<file path="config.mk">
export PLATFORM = sky130hd
export DESIGN_NAME = pcc_arbiter_np
export DESIGN_NICKNAME = d
export VERILOG_FILES = /design/src/rtl/pcc_arbiter_np.sv
export SDC_FILE = /design/constraint.sdc
export NUM_CORES = 1
export LEC_CHECK = 0
export ABC_AREA = 1
export CAP_MARGIN = 10
export CELL_PAD_IN_SITES_DETAIL_PLACEMENT = 2
export CELL_PAD_IN_SITES_GLOBAL_PLACEMENT = 2
export CORE_MARGIN = 2
export CORE_UTILIZATION = 30
export CTS_BUF_LIST = sky130_fd_sc_hd__clkbuf_8
export CTS_CLUSTER_SIZE = 20
export DETAILED_ROUTE_END_ITERATION = 10
export PLACE_DENSITY = 0.87
export SLEW_MARGIN = 25
export SYNTH_ARGS = -nofsm -noshare
export SYNTH_HDL_FRONTEND = slang
export SYNTH_SLANG_ARGS = --single-unit
</file>
<file path="constraint.sdc">
create_clock -name clk -period 14.05 [get_ports clk]
set_input_delay 4.215 -clock clk [delete_from_list [all_inputs] [get_ports clk]]
set_output_delay 4.215 -clock clk [all_outputs]
set_load 0.01 [all_outputs]
</file>
<file path="src/rtl/pcc_arbiter_np.sv">
`default_nettype none
// ============================================================================
//  Module      : pcc_arbiter_np
//  Description : Round-robin crossbar connection arbiter. Services one
//                requesting idle input per cycle and holds its connection
//                until it is released by strobe, fail or cancel.
//  Revision    : 1.0 - initial release
// ============================================================================
module pcc_arbiter_np #(
    parameter int PORTS     = 5,
    parameter int OUT_PORTS = 5,
    parameter int PTRW      = 3
) (
    input  logic                         clk,
    input  logic                         reset,
    input  logic [PORTS-1:0]             req_i,
    input  logic [PORTS*OUT_PORTS-1:0]   dest_i,
    input  logic [PORTS-1:0]             stb_i,
    input  logic [OUT_PORTS-1:0]         fail_i,
    input  logic [OUT_PORTS-1:0]         cancel_i,
    output logic [PORTS-1:0]             grant_o,
    output logic [PORTS-1:0]             deny_o,
    output logic [PORTS*OUT_PORTS-1:0]   connections_o,
    output logic [OUT_PORTS-1:0]         occupied_o
);

    localparam logic [PTRW-1:0] c_last_port = PTRW'(PORTS - 1);

    typedef enum logic [0:0] {
        ST_IDLE = 1'b0,
        ST_CONN = 1'b1
    } state_t;

    state_t                       r_state     [PORTS];
    state_t                       w_state_nxt [PORTS];
    logic [PORTS*OUT_PORTS-1:0]   r_conn;
    logic [PORTS*OUT_PORTS-1:0]   w_conn_nxt;
    logic [PORTS-1:0]             r_grant;
    logic [PORTS-1:0]             r_deny;
    logic [PORTS-1:0]             w_grant_nxt;
    logic [PORTS-1:0]             w_deny_nxt;
    logic [PTRW-1:0]              r_ptr;
    logic [PTRW-1:0]              w_ptr_nxt;
    logic [PORTS-1:0]             w_elig;
    logic [PORTS-1:0]             w_release;
    logic [OUT_PORTS-1:0]         w_occupied;
    logic                         w_sel_valid;
    logic [PTRW-1:0]              w_sel;
    int                           w_idx;
    logic [OUT_PORTS-1:0]         w_sel_dest;
    logic                         w_uturn;
    logic                         w_sel_ok;

    // A connected input drops when its strobe falls or its output reports fail/cancel.
    for (genvar gi = 0; gi < PORTS; gi++) begin : g_in
        assign w_elig[gi]    = req_i[gi] && (r_state[gi] == ST_IDLE);
        assign w_release[gi] = (r_state[gi] == ST_CONN) &&
                               (!stb_i[gi] ||
                                (|(r_conn[gi*OUT_PORTS +: OUT_PORTS] & (fail_i | cancel_i))));
    end

    always_comb begin
        w_occupied = '0;
        for (int i = 0; i < PORTS; i++) begin
            w_occupied = w_occupied | r_conn[i*OUT_PORTS +: OUT_PORTS];
        end
    end

    always_comb begin
        w_sel_valid = 1'b0;
        w_sel       = '0;
        w_idx       = 0;
        for (int k = 0; k < PORTS; k++) begin
            w_idx = (int'(r_ptr) + k) % PORTS;
            if (!w_sel_valid && w_elig[w_idx]) begin
                w_sel_valid = 1'b1;
                w_sel       = PTRW'(w_idx);
            end
        end
    end

    // Occupancy is the registered view, so a same-cycle release still blocks.
    always_comb begin
        w_sel_dest = dest_i[int'(w_sel)*OUT_PORTS +: OUT_PORTS];
        w_uturn    = 1'b0;
        for (int o = 0; o < OUT_PORTS; o++) begin
            if (w_sel_dest[o] && (o == int'(w_sel))) begin
                w_uturn = 1'b1;
            end
        end
        w_sel_ok = $onehot(w_sel_dest) && !w_uturn &&
                   ((w_sel_dest & w_occupied) == '0);
    end

    always_comb begin
        w_conn_nxt  = r_conn;
        w_grant_nxt = '0;
        w_deny_nxt  = '0;
        w_ptr_nxt   = r_ptr;
        for (int i = 0; i < PORTS; i++) begin
            w_state_nxt[i] = r_state[i];
            if (w_release[i]) begin
                w_state_nxt[i]                    = ST_IDLE;
                w_conn_nxt[i*OUT_PORTS +: OUT_PORTS] = '0;
            end
        end
        if (w_sel_valid) begin
            w_ptr_nxt = (w_sel == c_last_port) ? '0 : w_sel + 1'b1;
            if (w_sel_ok) begin
                w_grant_nxt[w_sel] = 1'b1;
                w_state_nxt[w_sel] = ST_CONN;
                w_conn_nxt[int'(w_sel)*OUT_PORTS +: OUT_PORTS] = w_sel_dest;
            end else begin
                w_deny_nxt[w_sel] = 1'b1;
            end
        end
    end

    always_ff @(posedge clk or posedge reset) begin
        if (reset) begin
            for (int i = 0; i < PORTS; i++) begin
                r_state[i] <= ST_IDLE;
            end
            r_conn  <= '0;
            r_grant <= '0;
            r_deny  <= '0;
            r_ptr   <= '0;
        end else begin
            for (int i = 0; i < PORTS; i++) begin
                r_state[i] <= w_state_nxt[i];
            end
            r_conn  <= w_conn_nxt;
            r_grant <= w_grant_nxt;
            r_deny  <= w_deny_nxt;
            r_ptr   <= w_ptr_nxt;
        end
    end

    assign grant_o       = r_grant;
    assign deny_o        = r_deny;
    assign connections_o = r_conn;
    assign occupied_o    = w_occupied;

endmodule
`default_nettype wire

</file>
### Word level (Yosys, flattened, before mapping)

Cells that the tools add are included.

| word-level totals | value |
|---|---|
| input bits | 47 |
| flip-flop bits (word level) | 43 |
| logic and storage cells | 160 |

| operators by class | value |
|---|---|
| shifts and indexed selects | 3 |
| $add $sub $neg | 10 |
| $lt $le $gt $ge | 9 |
| div/mod/pow operators | 5 |
| multiply operators | 1 |
| mux-type cells | 54 |
| bitwise operators | 18 |
| eq/ne operators | 6 |
| reductions and logical operators | 45 |

Operators by type and width:

| cell | count |
|---|---|
| $lt A32 B5 Y1 const B | 5 |
| $mod A32 B4 Y32 const B | 4 |
| $mux W5 | 11 |
| $mux W25 | 2 |
| $neg A6 Y33 | 1 |
| $shift A5 B33 Y25 const A | 1 |
| $shiftx A5 B33 Y25 | 1 |
| $mod A4 B4 Y32 const B | 1 |
| $shiftx A25 B32 Y5 | 1 |
| $and A5 B5 Y5 | 6 |
| $or A5 B5 Y5 | 6 |
| $mux W1 | 27 |
| $bwmux W25 | 1 |
| $reduce_or A5 Y1 | 5 |
| $logic_and A1 B1 Y1 | 23 |
| $mux W3 | 6 |
| $bmux W1 S3 | 5 |
| $logic_not A1 Y1 | 10 |
| $eq A3 B3 Y1 const A | 3 |
| $add A3 B2 Y4 const B | 2 |
| $demux W1 S3 | 2 |
| $mul A3 B3 Y6 const B | 1 |
| $logic_not A5 Y1 | 1 |
| $logic_or A1 B1 Y1 | 5 |
| other kinds (16) | 21 |

### Logic depth before layout (Yosys ltp)

| logic depth | value |
|---|---|
| word-level depth | 31 |
| depth in mapped cells | 45 |
| mapped depth without buffers | 42 |

### Least setup slack after synthesis

No wires, ideal clock.

| path | value |
|---|---|
| kind | input -> register |
| start point | input req_i[1] |
| end point | register r_conn[17], in the netlist connections_o[17] |
| cell stages on the path | 27 |
| library setup time | 0.113 ns |
| data arrival time | 7.998 ns |
| path slack | 5.939 ns |
| cell sequence | nand2_1 inv_1 o211ai_1 nand2_1 a21oi_2 nand3_4 nor2_8 nand3_4 nand2_4 buf_6 nand2_2 a21oi_4 nor2_4 fa_1 inv_1 fa_1 inv_1 ha_1 nor3_1 nand2_2 nor2_8 nand3_4 nor2_8 buf_6 nand2_1 nand2_1 inv_1 |

| between the ends | value |
|---|---|
| cells in the longest elaborated chain, start to end | 30 |
| elaborated cells on any way between the ends | 67 |
| those cells by class | add/sub (5); mul (1); eq/ne (5); shift (3); mux (33); bitwise (1); reduce/logical (19) |

RTL lines:

| element | RTL line | RTL |
|---|---|---|
| start: declaration | 16 | `input logic [PORTS-1:0] req_i,` |
| $logic_and A1 B1 Y1 * | 56 | `assign w_elig[gi] = req_i[gi] && (r_state[gi] == ST_IDLE);` |
| parallel branches: the longest is 28 deep, another holds $bmux W1 S3 | - |  |
| $mux W25 * | 107 | `if (w_sel_valid) begin` |
| via w_conn_nxt[17] | 37 | `logic [PORTS*OUT_PORTS-1:0] w_conn_nxt;` |
| end signal: assignment | 132 | `r_conn <= w_conn_nxt;` |
| end: declaration | 36 | `logic [PORTS*OUT_PORTS-1:0] r_conn;` |

Mark *: on every way through the listed nets, which the timed path passes. The select of a mux whose other input is x is not followed.
A chain may end at the register's enable or synchronous reset.

### Worst setup path in the final report

| path | value |
|---|---|
| start point | input req_i[1] |
| end point | register r_conn[10], in the netlist connections_o[10] |

The elaborated chain is that of the path after synthesis.

==> results.yml <==
logic_synthesis:
  yosysWarnings: 0
  synth-seq-area-share_pct: 23.2
  yosysUniqueCellTypes: 45
  synth_area_um2: 4630
  ys_ff_latch: 43
  async_flop_share_pct: 100
  postSynthAreaPerCell_um2: 6.50
  synth_edf_count: 0
  netlist_instances: 712
  syn_nets: 788
  synth_ff_type: "dfrtp_1"
detailed_routing:
  firstDrtPassIters: 4
  route.detailed.drc: 0
  routedWlPerCell_um: 19.7
  vias_per_cell: 5.25
  postRouteWirelength_um: 19300
  antenna_left: 0
  vias: 5163
  first_iter_violations: 247
grt:
  grt_max_degree: 44
  grt_util_all_layers_pct: 23.7
  grt_pass1_wl_um: 30600
  overflow: 0
  antenna_found_initial: 0
  grt_pass1_vias: 5776
cells_and_area:
  drive_gt1_share_pct: 9.31
  nFillCells: 1822
  final_area_um2: 5740
  diodes: 0
  syn_to_final_growth_pct: 24.1
  fin_util_pct: 37.9
  nets: 870
clocking:
  postCtsResizedCells: 0
  ctsRootBufferMaster: "clkbuf_8"
  clk_pin_slew_ns: 0.10
  cts_setup_buffers: 0
  h-tree-depth: 2
  cts_buffers: 5
  clock-sinks: 43
  cts_tree: "built"
  hold_buffers: 0
  clock_latency_ns: 0.33
  clock_path_buffers: 2
floorplan:
  core_um2: 15100
  die_x_um: 128
  die_area_um2: 16400
  initial_core_util_pct: 30.6
  pin_count: 87
  die_height_um: 128
  num_rows: 45
timing:
  finalCritPeriodShare_pct: 65.8
  finalMaxSlewViolations: 0
  max_freq_ghz: 0.108
  finalHoldViolCount: 0
  rsz0062_at_grt: "no"
  relSlewSlack_pct: 40.6
  fin_worst_skew_ns: 0.0118
  setup_tns_ns: 0
  fin_crit_ns: 9.25
  setup_viol: 0
  tightest_slew_ns: 0.869
hold_path:
  min_path_type: "reg -> reg"
outcome:
  status: "finished, final reports clean"
worst_setup_path:
  cpPeakStageDelay_ns: 0.52
  cp-start-kind: "primary input"
  path_class: "in -> reg"
  crit_top_cell: "nand2_1"
  required_ns: 14.27
  worstPathMaxFanout: 27
  worstPathArrival_ns: 9.47
  critPathCaptureType: "flop"
  ff2ff_setup_slack_ns: 6.09
  slowest_stage: "fa_1"
placed_design:
  place_area_um2: 5650
  place_congestion: 0.905
  place.port_buffers: 86
  hpwl_um: 15900
run:
  cap_violations: 0
[synth_stat cells (9+ instances only)]
cell	instances	area, µm²
dfrtp_1	43	1080
ha_1	27	338
nor3_1	11	55.1
inv_2	9	33.8
nand2_2	15	93.8
o21ai_0	17	85.1
nand3_1	47	235
o22ai_1	11	68.8
inv_1	118	443
nand2_1	221	830
nand4_1	24	150
nor2_1	60	225
[metrics by stage]
stage | std cells | setup slack (ns) | hold WS (ns)
after global routing | 983 | 4.39 | 0.551
after CTS | 983 | 4.79 | 0.522
final | 983 | 4.80 | 0.514
after detailed placement | 975 | 4.44 | 0.495
after floorplan | 712 | 5.94 | 0.453
after global placement | 975 | 4.73 | 0.480
[state kept, by name (all words and copies together) (netlist names)]
| signal | count |
|---|---|
| grant_o | 5 |
| connections_o | 25 |
| r_state | 5 |
| deny_o | 5 |
| r_ptr | 3 |
[worst max-delay path, delay by kind of cell]
| family | cells | cell delay, ns |
|---|---|---|
| and+or+nand+nor | 21 | 3.19 |
| adders and majority gates | 3 | 1.14 |
| AOI/OAI and AO/OA | 1 | 0.08 |
| buffers and inverters | 7 | 0.81 |
[layout make-up]
| class | instances | area [µm²] | area share (%) |
|---|---|---|---|
| Tap cell | 188 | 235 | 4.09 |
| Sequential cell | 43 | 1080 | 18.7 |
| Clock buffer | 5 | 68.8 | 1.20 |
| Timing Repair Buffer | 87 | 868 | 15.1 |
| Multi-Input combinational cell | 529 | 2990 | 52.1 |
| Inverter | 128 | 482 | 8.39 |
| Clock inverter | 3 | 23.8 | 0.414 |
[per-layer routing]
| layer | track usage, % | up-vias | share of wire [%] |
|---|---|---|---|
| met5 | 0 | - | 0 |
| met4 | 7.11 | 0 | 2.1 |
| met3 | 3.09 | 30 | 2.9 |
| met1 | 28.5 | 2605 | 43 |
| li1 | - | 2427 | - |
| met2 | 43.7 | 101 | 52 |
[logic make-up after synthesis]
group                    Yosys count  share of synthesized area, %
AO/OA/AOI/OAI                     70                          10.1
flip-flops                        43                          23.2
XOR/XNOR                           8                          1.84
AND/OR/NAND/NOR                  422                          44.6
buffers and inverters            140                          12.1
adder cells (fa/ha/maj)           29                          8.16
[cell usage in the layout, fill, tap and decap left out, drive strengths merged]
master / synthesis / routed
nand2: 238 / 238
a2111oi: 2 / 2
dfrtp: 43 / 43
and2: 1 / 1
clkbuf: 4 / 5
nor3: 11 / 11
clkdlybuf4s50: 0 / 86
or2: 6 / 6
ha: 27 / 27
nor2: 76 / 76
o211ai: 9 / 9
a31oi: 1 / 1
clkinv: 1 / 2
inv: 127 / 127
nand3b: 6 / 6
o2111ai: 2 / 2
nand3: 59 / 59
o22ai: 11 / 11
o31ai: 3 / 3
a32oi: 1 / 1
xor2: 7 / 7
o21ai: 21 / 21
fa: 2 / 2
clkinvlp: 0 / 2
nand4: 25 / 25
a21oi: 10 / 10
buf: 8 / 1
a221oi: 2 / 2
a22oi: 8 / 8
xnor2: 1 / 1
[worst paths after layout]
kind | start | to | depth (start not counted)
min | r_state[3] | r_state[3] | 2
min reg2reg | r_state[3] | r_state[3] | 2
min in group asynchronous | reset | grant_o[2] | 2
max in group asynchronous | reset | connections_o[1] | 2
max | req_i[1] | connections_o[10] | 32
max reg2reg | r_ptr[0] | connections_o[10] | 41
Power is left out: the tool's default activity adds up to more than one toggle a clock period on the data nets, which glitch-free logic cannot reach.
==> RTL change (config.mk and constraints unchanged) <==
Change the parameter `OUT_PORTS` from 5 to 4.
--- a/src/rtl/pcc_arbiter_np.sv
+++ b/src/rtl/pcc_arbiter_np.sv
@@ -8,7 +8,7 @@
 // ============================================================================
 module pcc_arbiter_np #(
     parameter int PORTS     = 5,
-    parameter int OUT_PORTS = 5,
+    parameter int OUT_PORTS = 4,
     parameter int PTRW      = 3
 ) (
     input  logic                         clk,
Ports: changed (5 resized); port bits go from 87 to 74. The function was not compared with the original's and may differ.
==> RTL change against the unedited design <==
Design area down 15%; sequential cell count down 5; cell count down 15%; setup slack worse by 0.36 ns; hold slack better by 0.016 ns; synthesized cell count down 17%; first-iteration DRC count down 14%; wire length down 20%; critical path depth down 4; area after synthesis down 17%.
Power is left out: the tool's default activity adds up to more than one toggle a clock period on the data nets, which glitch-free logic cannot reach.
==> RTL change: results (changes against the unedited design) <==
Placement
  – Final HPWL DP: 12830 um (was 15890 um)
  – GPL Wtd Cong: 0.9018 (was 0.9054)
  – IO buf count: 73 (was 86)

Global route
  – Initial antenna violation count: 0 (unchanged)
  – Grt met3 use: 2.529% (was 3.088%)
  – GR Util met1: 29.56% (was 28.47%)
  – GR Util met2: 40.94% (was 43.71%)
  – First-pass GRT wire length: 25320 um (was 30630 um)
  – Vias in the first global route: 4721 (was 5776)
  – Largest net degree at the start of global routing: 39 (was 44)

Layout
  – FF+latch area: 950.9 um^2 (was 1076 um^2)
  – Share of post-route cells with drive strength above 1: 7.496% (was 9.308%)
  – Clk tree area frac: 2.821% (was 1.612%)
  – Invs w/o clock: 101 (was 128)
  – Diodes inserted: 0 (unchanged)
  – Area of the multi-input gates: 2457 um^2 (was 2990 um^2)
  – Non-clk bufs: 74 (was 87)
  – Layout Nets: 738 (was 870)
  – Number of flip-flops in the largest register: 20 (was 25)
  – Fill count: 1569 (was 1822)

Synth
  – Synthesized Nets: 666 (was 788)
  – Top FF cell, synth: dfrtp_1 (unchanged)
  – Top post-synthesis cells by area: dfrtp_1 25%, nand2_1 17%, ha_1 9.7%, inv_1 9.2%, nand3_1 6.6% (was dfrtp_1 23%, nand2_1 18%, inv_1 9.6%, ha_1 7.3%, nand3_1 5.1%)
  – Synth top cells by count: 174 x nand2_1, 94 x inv_1, 62 x nor2_1 (was 221 x nand2_1, 118 x inv_1, 60 x nor2_1)

Detailed routing
  – Met1 Routed Length: 6931 um (was 8218 um)
  – Met2 wire len: 7626 um (was 10140 um)
  – Final Routed Wirelength: 15380 um (was 19330 um)
  – First-iteration detailed-routing DRC count: 212 (was 247)
  – Via density: 5.108 (was 5.252)
  – Wire length on met3: 594 um (was 563 um)

Setup path
  – RR Endpoint: connections_o[19] (was connections_o[10])
  – R2R cell count: 39 (was 41)
  – R2r setup slk: 6.07 ns (was 6.09 ns)
  – Max stage delay cell, worst path: fa_1 (unchanged)
  – CP arrival: 9.80 ns (was 9.47 ns)
  – Critical-path maximum fanout: 24 (was 27)

Worst hold path
  – Min-delay src: r_state[4] (was r_state[3])
  – Hold worst-path end: r_state[4] (was r_state[3])

Status
  – Outcome: finished clean (unchanged)

Clock tree
  – Clock sink count: 38 (was 43)
  – Clock-pin slew on the worst setup and hold paths: 0.08 ns (was 0.10 ns)
  – Clk Latency, worst-skew pair: 0.31 ns (was 0.33 ns)

STA
  – Slew @ Worst Pin: 0.7346 ns (was 0.8692 ns)
  – Worst Clk Skew: 0.008696 ns (was 0.01185 ns)
  – Hold slack: 0.5299 ns (was 0.5135 ns)
[RTL change: cell count changes in the layout (fill, tap and decap cells not counted), moves of 4 or more]
cell / delta
o211ai_1: -8
nor3_1: -6
nand3_2: -5
nand3_1: +4
clkdlybuf4s50_1: -13
nand2_1: -47
nor2_8: -4
inv_1: -23
a22oi_1: -6
nand2_2: -9
dfrtp_1: -5
[RTL change: cell families after synthesis]
logic type / synth area share [%]
and+or+nand+nor: 42.47
buffers and inverters: 11.56
AOI/OAI and AO/OA: 8.961
DFF: 24.68
adders and majority gates: 10.78
xor gates and xnor gates: 1.559
[RTL change: per-stage QoR]
stage / setup slack [ns] / std cells / util, % / instance area [um^2]
after floorplan: 6.056 / 594 / - / 3854
after global placement: 4.502 / 831 / 37.72 / 4741
after detailed placement: 4.139 / 831 / 37.72 / 4741
after CTS: 4.466 / 839 / 38.82 / 4878
after global routing: 3.976 / 839 / 38.82 / 4878
final: 4.445 / 839 / 38.82 / 4878
